[config.mk]
export PLATFORM = sky130hd
export DESIGN_NAME = display_mode_ctrl_flat
export DESIGN_NICKNAME = d
export VERILOG_FILES = /design/src/rtl/display_mode_ctrl_if.sv /design/src/rtl/display_mode_ctrl.sv /design/src/flat_wrapper.sv
export SDC_FILE = /design/constraint.sdc
export NUM_CORES = 1
export LEC_CHECK = 0
export ABC_CLOCK_PERIOD_IN_PS = 2400
export CAP_MARGIN = 25
export CORE_ASPECT_RATIO = 1.5
export CORE_UTILIZATION = 49
export CTS_CLUSTER_SIZE = 30
export DETAILED_ROUTE_END_ITERATION = 10
export PLACE_DENSITY_LB_ADDON = 0.25
export SYNTH_ARGS = -nofsm -noshare
export SYNTH_HDL_FRONTEND = slang
export SYNTH_SLANG_ARGS = --single-unit
[constraint.sdc]
create_clock -name clk -period 2.4 [get_ports clk]
set_clock_uncertainty 0.1 [all_clocks]
set_input_delay 0.72 -clock clk [delete_from_list [all_inputs] [get_ports clk]]
set_output_delay 0.72 -clock clk [all_outputs]
set_load 0.05 [all_outputs]
[src/rtl/display_mode_ctrl_if.sv]
// Button/tick inputs and display/status outputs of the display mode controller.
interface display_mode_ctrl_if;
  logic       tick_1hz;
  logic       power_btn;
  logic       menu_btn;
  logic       clean_btn;
  logic [2:0] state;
  logic [1:0] disp_sel;
  logic       power_led;
  logic       clean_active;
  logic       clean_done_ind;
  logic [7:0] remaining_sec;

  // Stimulus side: drives the tick and buttons, observes status.
  modport master (
    output tick_1hz, power_btn, menu_btn, clean_btn,
    input  state, disp_sel, power_led, clean_active, clean_done_ind, remaining_sec
  );

  // Controller side.
  modport slave (
    input  tick_1hz, power_btn, menu_btn, clean_btn,
    output state, disp_sel, power_led, clean_active, clean_done_ind, remaining_sec
  );
endinterface

[src/rtl/display_mode_ctrl.sv]
// Display mode controller: power/menu/clean buttons, idle timeout and
// self-clean countdown driven by a 1 Hz tick. All outputs registered.
module display_mode_ctrl #(
  parameter int unsigned CLEAN_SECS   = 180,
  parameter int unsigned IDLE_TIMEOUT = 30,
  parameter int unsigned DONE_HOLD    = 5
) (
  input  logic                clk,
  input  logic                rst,
  display_mode_ctrl_if.slave  bus
);

  localparam int unsigned CNT_W = 8;

  localparam logic [2:0] S_OFF        = 3'd0;
  localparam logic [2:0] S_STANDBY    = 3'd1;
  localparam logic [2:0] S_SHOW_CLOCK = 3'd2;
  localparam logic [2:0] S_CLEANING   = 3'd3;
  localparam logic [2:0] S_CLEAN_DONE = 3'd4;

  logic [2:0]       r_state;
  logic [2:0]       w_nxt_state;
  logic [CNT_W-1:0] r_rem;
  logic [CNT_W-1:0] w_nxt_rem;
  logic [CNT_W-1:0] r_idle;
  logic [CNT_W-1:0] w_nxt_idle;
  logic [CNT_W-1:0] w_idle_inc;
  logic             r_pwr_prev;
  logic             r_menu_prev;
  logic             r_clean_prev;
  logic             w_pwr_ev;
  logic             w_menu_ev;
  logic             w_clean_ev;
  logic             w_any_ev;
  logic [1:0]       r_disp_sel;
  logic             r_power_led;
  logic             r_clean_active;
  logic             r_clean_done_ind;

  assign w_pwr_ev   = bus.power_btn & ~r_pwr_prev;
  assign w_menu_ev  = bus.menu_btn  & ~r_menu_prev;
  assign w_clean_ev = bus.clean_btn & ~r_clean_prev;
  assign w_any_ev   = w_pwr_ev | w_menu_ev | w_clean_ev;
  assign w_idle_inc = r_idle + CNT_W'(1);

  // Button history; reset high so a button held through reset is not a press.
  always_ff @(posedge clk or negedge rst) begin
    if (!rst) begin
      r_pwr_prev   <= 1'b1;
      r_menu_prev  <= 1'b1;
      r_clean_prev <= 1'b1;
    end else begin
      r_pwr_prev   <= bus.power_btn;
      r_menu_prev  <= bus.menu_btn;
      r_clean_prev <= bus.clean_btn;
    end
  end

  // State, countdown and idle/hold counter registers.
  always_ff @(posedge clk or negedge rst) begin
    if (!rst) begin
      r_state <= S_OFF;
      r_rem   <= '0;
      r_idle  <= '0;
    end else begin
      r_state <= w_nxt_state;
      r_rem   <= w_nxt_rem;
      r_idle  <= w_nxt_idle;
    end
  end

  // Next state: press priority power > clean > menu, presses beat the tick.
  always_comb begin
    w_nxt_state = r_state;
    w_nxt_rem   = r_rem;
    w_nxt_idle  = r_idle;
    case (r_state)
      S_OFF: begin
        if (w_pwr_ev) w_nxt_state = S_STANDBY;
      end
      S_STANDBY, S_SHOW_CLOCK: begin
        if (w_pwr_ev) begin
          w_nxt_state = S_OFF;
        end else if (w_clean_ev) begin
          w_nxt_state = S_CLEANING;
          w_nxt_rem   = CNT_W'(CLEAN_SECS);
        end else if (w_menu_ev) begin
          w_nxt_state = (r_state == S_STANDBY) ? S_SHOW_CLOCK : S_STANDBY;
        end else if (bus.tick_1hz) begin
          w_nxt_idle = w_idle_inc;
          if (w_idle_inc == CNT_W'(IDLE_TIMEOUT)) w_nxt_state = S_OFF;
        end
      end
      S_CLEANING: begin
        if (w_pwr_ev) begin
          w_nxt_state = S_OFF;
          w_nxt_rem   = '0;
        end else if (bus.tick_1hz && !w_any_ev && (r_rem != '0)) begin
          w_nxt_rem = r_rem - CNT_W'(1);
          if (r_rem == CNT_W'(1)) w_nxt_state = S_CLEAN_DONE;
        end
      end
      S_CLEAN_DONE: begin
        if (w_pwr_ev) begin
          w_nxt_state = S_OFF;
        end else if (w_clean_ev || w_menu_ev) begin
          w_nxt_state = S_STANDBY;
        end else if (bus.tick_1hz) begin
          w_nxt_idle = w_idle_inc;
          if (w_idle_inc == CNT_W'(DONE_HOLD)) w_nxt_state = S_STANDBY;
        end
      end
      default: begin
        w_nxt_state = S_OFF;
        w_nxt_rem   = '0;
      end
    endcase
    if ((w_nxt_state != r_state) || w_any_ev) w_nxt_idle = '0;
  end

  // Output decode from the next state so outputs move with the state.
  always_ff @(posedge clk or negedge rst) begin
    if (!rst) begin
      r_disp_sel       <= 2'd0;
      r_power_led      <= 1'b0;
      r_clean_active   <= 1'b0;
      r_clean_done_ind <= 1'b0;
    end else begin
      case (w_nxt_state)
        S_SHOW_CLOCK: r_disp_sel <= 2'd1;
        S_CLEANING:   r_disp_sel <= 2'd2;
        S_CLEAN_DONE: r_disp_sel <= 2'd3;
        default:      r_disp_sel <= 2'd0;
      endcase
      r_power_led      <= (w_nxt_state != S_OFF);
      r_clean_active   <= (w_nxt_state == S_CLEANING);
      r_clean_done_ind <= (w_nxt_state == S_CLEAN_DONE);
    end
  end

  assign bus.state          = r_state;
  assign bus.disp_sel       = r_disp_sel;
  assign bus.power_led      = r_power_led;
  assign bus.clean_active   = r_clean_active;
  assign bus.clean_done_ind = r_clean_done_ind;
  assign bus.remaining_sec  = r_rem;

endmodule

[src/flat_wrapper.sv]
// flat-port wrapper written by rule: the top's interface ports become plain ports
module display_mode_ctrl_flat 
#(
  parameter int unsigned CLEAN_SECS   = 180,
  parameter int unsigned IDLE_TIMEOUT = 30,
  parameter int unsigned DONE_HOLD    = 5
)
  (clk, rst, bus_tick_1hz, bus_power_btn, bus_menu_btn, bus_clean_btn, bus_state, bus_disp_sel, bus_power_led, bus_clean_active, bus_clean_done_ind, bus_remaining_sec);
  display_mode_ctrl_if bus_i ();
  input  logic clk;
  input  logic rst;
  input wire logic [$bits(bus_i.tick_1hz)-1:0] bus_tick_1hz;
  input wire logic [$bits(bus_i.power_btn)-1:0] bus_power_btn;
  input wire logic [$bits(bus_i.menu_btn)-1:0] bus_menu_btn;
  input wire logic [$bits(bus_i.clean_btn)-1:0] bus_clean_btn;
  output wire logic [$bits(bus_i.state)-1:0] bus_state;
  output wire logic [$bits(bus_i.disp_sel)-1:0] bus_disp_sel;
  output wire logic [$bits(bus_i.power_led)-1:0] bus_power_led;
  output wire logic [$bits(bus_i.clean_active)-1:0] bus_clean_active;
  output wire logic [$bits(bus_i.clean_done_ind)-1:0] bus_clean_done_ind;
  output wire logic [$bits(bus_i.remaining_sec)-1:0] bus_remaining_sec;
  assign bus_i.tick_1hz = bus_tick_1hz;
  assign bus_i.power_btn = bus_power_btn;
  assign bus_i.menu_btn = bus_menu_btn;
  assign bus_i.clean_btn = bus_clean_btn;
  assign bus_state = bus_i.state;
  assign bus_disp_sel = bus_i.disp_sel;
  assign bus_power_led = bus_i.power_led;
  assign bus_clean_active = bus_i.clean_active;
  assign bus_clean_done_ind = bus_i.clean_done_ind;
  assign bus_remaining_sec = bus_i.remaining_sec;
  display_mode_ctrl #(.CLEAN_SECS(CLEAN_SECS), .IDLE_TIMEOUT(IDLE_TIMEOUT), .DONE_HOLD(DONE_HOLD)) u_core (.clk(clk), .rst(rst), .bus(bus_i));
endmodule
# Word level (Yosys, flattened, before mapping)
# Index checks and enable logic that the tools add are counted.
# Widths: inputs -> output; s select.
# word_totals
out_inout_bits	16
in_bits	6
latch_bits	0
ff_bits	27
rom_bits	0
ram_bits	0
wordCells	82
mem_count	0
# op_classes
add_sub_neg	2
reduce_logical	13
n_mul	0
div_mod_pow	0
shift	0
n_eq_ne	19
n_lt_le_gt_ge	0
n_bitwise	9
mux	29
# op_table
operator	n
$mux 8	11
$mux 3	13
$pmux 8 s3	1
$pmux 8 s2	1
$ne 3x3->1 const B	5
$eq 3x2->1 const B	4
$pmux 3 s4	1
$add 8x1->8 const B	1
$eq 8x1->1 const B	1
$eq 8x3->1 const B	1
$eq 8x5->1 const B	1
$reduce_bool 8->1	1
$sub 8x1->8 const B	1
$eq 3x3->1 const B	2
$pmux 2 s3	1
$reduce_and 6->1	1
$reduce_bool 3->1	2
$not 1->1	4
$reduce_and 4->1	1
$reduce_or 2->1	2
$and 1x1->1	3
$eq 3x1->1 const B	1
$logic_not 3->1	1
$ne 3x1->1 const B	1
8 further kinds	11

# Logic depth before layout (Yosys ltp)
# logic_depth
ltp_word	14
ltp_mapped	10
mapped_depth_nobuf	10

# Worst setup path after synthesis
# OpenSTA, ideal clock, no wires.
# synth_path
path_type	register to register
startpoint	reg u_core.r_rem[0], in the netlist u_core.bus.remaining_sec[0]
endpoint	reg u_core.r_power_led, in the netlist u_core.bus.power_led
path_slack_ns	0.051
t_arrival_ns	2.118
n_path_buf	0
setup_time_ns	0.131
period_less_slack_ns	2.349
stages_incl_launch_ff	9
required_time_ns	2.169
cell_sequence	dfrtp_1 -> inv_1 -> ha_1 -> nor2_1 -> nand4_1 -> o21ai_1 -> o21a_2 -> o311ai_4 -> or3_1
# synth_between
elab_chain_len	6
word_cells_on_any_way	8
classes_between	eq/ne: 1; mux: 4; reduce/logical: 3
# synth_rtl
element	line_no	rtl
start, declared	display_mode_ctrl.sv:23	logic [CNT_W-1:0] r_rem;
start signal, assigned	display_mode_ctrl.sv:67	r_rem <= w_nxt_rem;
$eq 8x1->1 or $reduce_bool 8->1 (tied branches)	display_mode_ctrl.sv:100, display_mode_ctrl.sv:98	
$mux 3 or $logic_and 1x1->1 (tied branches)	display_mode_ctrl.sv:100, display_mode_ctrl.sv:98	
$mux 3 *	display_mode_ctrl.sv:98	end else if (bus.tick_1hz && !w_any_ev && (r_rem != '0)) begin
$mux 3 *	display_mode_ctrl.sv:95	if (w_pwr_ev) begin
$pmux 3 s4 *	display_mode_ctrl.sv:77	case (r_state)
via u_core.w_nxt_state[0]	display_mode_ctrl.sv:22	logic [2:0] w_nxt_state;
$reduce_bool 3->1 *	display_mode_ctrl.sv:135	r_power_led <= (w_nxt_state != S_OFF);
end signal, assigned	display_mode_ctrl.sv:135	
end, declared	display_mode_ctrl.sv:36	logic r_power_led;
# Mark *: on every way through the listed nets, which the timed path passes. The rest lies on a longest branch.
# A chain may end at the register's enable or synchronous reset.

# Final worst setup path
# layout_path
startpoint	reg u_core.r_rem[2], in the netlist u_core.bus.remaining_sec[2]
endpoint	out bus_remaining_sec[2]
# layout_rtl
element	line_no	rtl
end, declared	flat_wrapper.sv:21	output wire logic [$bits(bus_i.remaining_sec)-1:0] bus_remaining_sec;
# No word-level cell between the ends.

==> metrics.yaml <==
clock_tree:
  clock_latency_ps: 280
  clk_pin_slew_worst_paths_ps: 90
  cts_tree: "done"
  root_buffer: "clkbuf_8"
  numClockSinks: 27
  cts-buffers-inserted: 3
  postCtsHoldBufs: 0
  htreeDepth: 1
  clk_path_buf_depth: 2
power:
  seqPwrFrac: 0.287
  clockPowerShare: 0.115
  p_int_mw: 1.20
  switching_share: 0.472
  pwr-share-comb: 0.597
  vdd_drop_max_mv: 0.749
  power_density_mw_per_mm2: 917
  p_switching_mw: 1.07
  p_leak_nw: 1.06
  power_mw: 2.28
route:
  routedWlPerCell_um: 16.2
  drtIter0Drc: 32
  postRouteAntennaNets: 0
  dr_total_vias: 1643
  post-route-drc-count: 0
  drt-total-wl_um: 4670
  detail_route.vias_per_cell: 5.70
  drt_first_pass_iters: 4
run:
  maxCapViolCount: 0
placement:
  numPortBuffers: 21
  dp_cells: 278
  gp_congestion: 0.826
  dp_hpwl_um: 3330
  placed_area_mm2: 0.00219
sta:
  min_period_over_period: 0.982
  fin_crit_ps: 2360
  drv_slew: 0
  hold_violations: 0
  setup_violations: 0
  rsz0062_at_grt: "true"
  worstMarginPinSlew_ps: 501
  slew_headroom: 0.665
  fmax_mhz: 424
  holdWs_ps: 458
critical_path:
  crit_slowest_cell: "clkdlybuf4s50_1"
  worstReg2RegStart: "u_core.r_idle[1]$_DFFE_PN0P_"
  arrival_ps: 1540
  path_class: "flip-flop to output pin"
  reg2reg_slack_ps: 80
  crit_buf_inv: 1
  startpoint: "u_core.bus.remaining_sec[2]$_DFFE_PN0P_"
  path_cells: "clkdlybuf4s50_1"
  crit_family: "buffers and inverters"
  crit_path_start_kind: "flip-flop"
  max_stage_delay_ps: 830
  crit_fanout: 5
  end_kind: "output pin"
  critPathRequiredTime_ps: 1580
  r2r_end: "u_core.r_idle[2]$_DFFE_PN0P_"
  endpoint: "bus_remaining_sec[2]"
  rr_worst_depth: 10
  cp.depth: 1
die:
  initial_core_util: 0.511
  core.rowCount: 26
  chipWidth_um: 50.5
  die_area_mm2: 0.00377
  fp.coreArea_mm2: 0.00338
  ioPinCount: 22
  die_h_um: 74.7
logic_synthesis:
  synthArstFlopShare: 1.00
  ys_warn_count: 0
  syn_area_mm2: 0.00173
  synth-seq-cells: 27
  ys_types: 54
  synth_nets: 200
  synth-seq-area-share: 0.393
  ys.flop_type: "dfrtp_1"
  synth_edf_count: 0
  postSynthCellCount: 189
  syn-mean-instance-area_um2: 9.14
final_layout:
  multi_input_area_mm2: 0.00115
  nets: 258
  fin_util: 0.734
  fin_cells: 288
  final_area_mm2: 0.00248
  regArea_um2: 683
  nFillCells: 270
  final_layout_size_suffix_gt1_frac: 0.407
  syn_to_final_growth_pct: 43.8
  n_antenna_cell: 0
global_routing:
  grt_pass1_vias: 1623
  grt_pass1_wl_um: 7080
  grt.overflow.total: 0
  grt_max_degree: 28
  grt_usage: 0.251
  antenna_found_initial: 0
hold_path:
  hold_path_class: "flip-flop to flip-flop"
outcome:
  status: "finished clean"
-- stage by stage --
| stage | setup TNS (ps) | worst slack [ps] |
|---|---|---|
| 4_1_cts | 0 | 0.104 |
| 3_3_place_gp | -5170 | -336 |
| 3_5_place_dp | -7110 | -420 |
| 5_1_grt | -335 | -87.6 |
| 6_report | 0 | 42.1 |
| 2_1_floorplan | 0 | 51.1 |
-- worst register-to-register path, delay by kind of cell, from the launching register on --
| family | cells | cell delay (ps) |
|---|---|---|
| compound gates | 3 | 650 |
| fa+ha+maj | 1 | 190 |
| buf+inv | 2 | 210 |
| flops | 1 | 400 |
| mux | 1 | 240 |
| simple gates | 3 | 440 |
-- metal layers --
layer	up-vias	global-route usage	wire length (um)
li1	787	-	-
met1	794	0.238	1670
met2	42	0.507	2650
met3	20	0.0263	130
met4	0	0.151	224
met5	-	0	0
-- power groups by stage --
stage | clock network (mW) | registers, mW | logic (mW)
after floorplan | 0 | 0.964 | 0.470
after global placement | 0 | 0.651 | 1.21
after global routing | 0.281 | 0.666 | 1.45
after CTS | 0.265 | 0.650 | 1.26
after detailed placement | 0 | 0.657 | 1.24
final | 0.263 | 0.655 | 1.36
-- worst min path at each step --
| stage | from | to | slack (ps) | depth (start not counted) |
|---|---|---|---|---|
| after CTS | u_core.bus.remaining_sec[3]$_DFFE_PN0P_ | u_core.bus.remaining_sec[3]$_DFFE_PN0P_ | 460 | 1 |
| after detailed placement | u_core.bus.remaining_sec[3]$_DFFE_PN0P_ | u_core.bus.remaining_sec[3]$_DFFE_PN0P_ | 430 | 1 |
| final | u_core.bus.remaining_sec[3]$_DFFE_PN0P_ | u_core.bus.remaining_sec[3]$_DFFE_PN0P_ | 460 | 1 |
| after global routing | u_core.bus.remaining_sec[3]$_DFFE_PN0P_ | u_core.bus.remaining_sec[3]$_DFFE_PN0P_ | 480 | 1 |
| after global placement | u_core.bus.remaining_sec[3]$_DFFE_PN0P_ | u_core.bus.remaining_sec[3]$_DFFE_PN0P_ | 400 | 1 |
| after floorplan | rst | u_core.bus.clean_active$_DFF_PN0_ | 320 | 0 |
-- state kept, by name, summed over array words and instances, names as in the netlist --
name	count
u_core.bus.clean_active	1
u_core.bus.clean_done_ind	1
u_core.bus.disp_sel	2
u_core.bus.power_led	1
u_core.bus.remaining_sec	8
u_core.bus.state	3
u_core.r_clean_prev	1
u_core.r_idle	8
u_core.r_menu_prev	1
u_core.r_pwr_prev	1
-- area by class of cell --
class	instances	area share
Clock buffer	3	0.0166
Clock inverter	1	0.00201
Inverter	10	0.0151
Multi-Input combinational cell	145	0.465
Sequential cell	27	0.275
Tap cell	42	0.0211
Timing Repair Buffer	60	0.205
-- cell usage in the layout, fill, tap and decap left out, types with 2 or more instances in the layout --
cell type and n:
a21oi_1 5, a21oi_2 4, a31oi_1 2, buf_4 41, buf_6 3, clkbuf_8 3, clkdlybuf4s50_1 11, dfrtp_1 21
dfrtp_2 3, dfstp_2 3, dlymetal6s2s_1 2, ha_1 3, inv_1 8, inv_2 2, mux2i_1 2, nand2_1 13
nand2_2 3, nand2b_1 7, nand3_1 4, nand4b_1 2, nor2_1 20, nor2b_1 2, nor3_1 4, nor3_2 3
nor4_1 3, nor4_2 4, nor4_4 3, o21a_1 3, o21a_2 2, o21ai_0 6, o21ai_1 2, o21ai_2 3
o22a_1 2, o2bb2ai_1 2, xnor2_1 6, xor2_1 4
-- timing repair --
action                                  in CTS  in global routing
resized for setup                            5                 45
buffers inserted                             1                  5
endpoints found under the setup margin      14                 15
pin swaps                                    3                 12
-- synth_stat cells, drive strengths merged (2+ instances only) --
master | n | area share
inv | 10 | 0.022
o2bb2ai | 2 | 0.010
xor2 | 4 | 0.020
mux2i | 3 | 0.020
nand2b | 7 | 0.025
dfstp | 3 | 0.046
xnor2 | 6 | 0.030
o21a | 5 | 0.023
nor2b | 3 | 0.012
a21oi | 9 | 0.026
ha | 5 | 0.036
nor3 | 7 | 0.020
o22a | 2 | 0.010
nand2 | 17 | 0.038
nand4 | 2 | 0.011
o21ai | 11 | 0.034
nor4 | 10 | 0.043
a31oi | 3 | 0.011
nand3 | 5 | 0.014
nor2 | 21 | 0.046
buf | 6 | 0.022
dfrtp | 24 | 0.35
nand4b | 2 | 0.010
nor3b | 2 | 0.012
and2 | 2 | 0.0072
-- kinds of logic after synthesis --
kind of cell             after synthesis  synth area share
AO/OA/AOI/OAI                         45             0.200
XOR/XNOR                              10            0.0507
AND/OR/NAND/NOR                       82             0.255
buffers and inverters                 17            0.0456
multiplexers                           3            0.0195
adder cells (fa/ha/maj)                5            0.0362
flip-flops                            27             0.393
(Power assumes the default switching activity.)
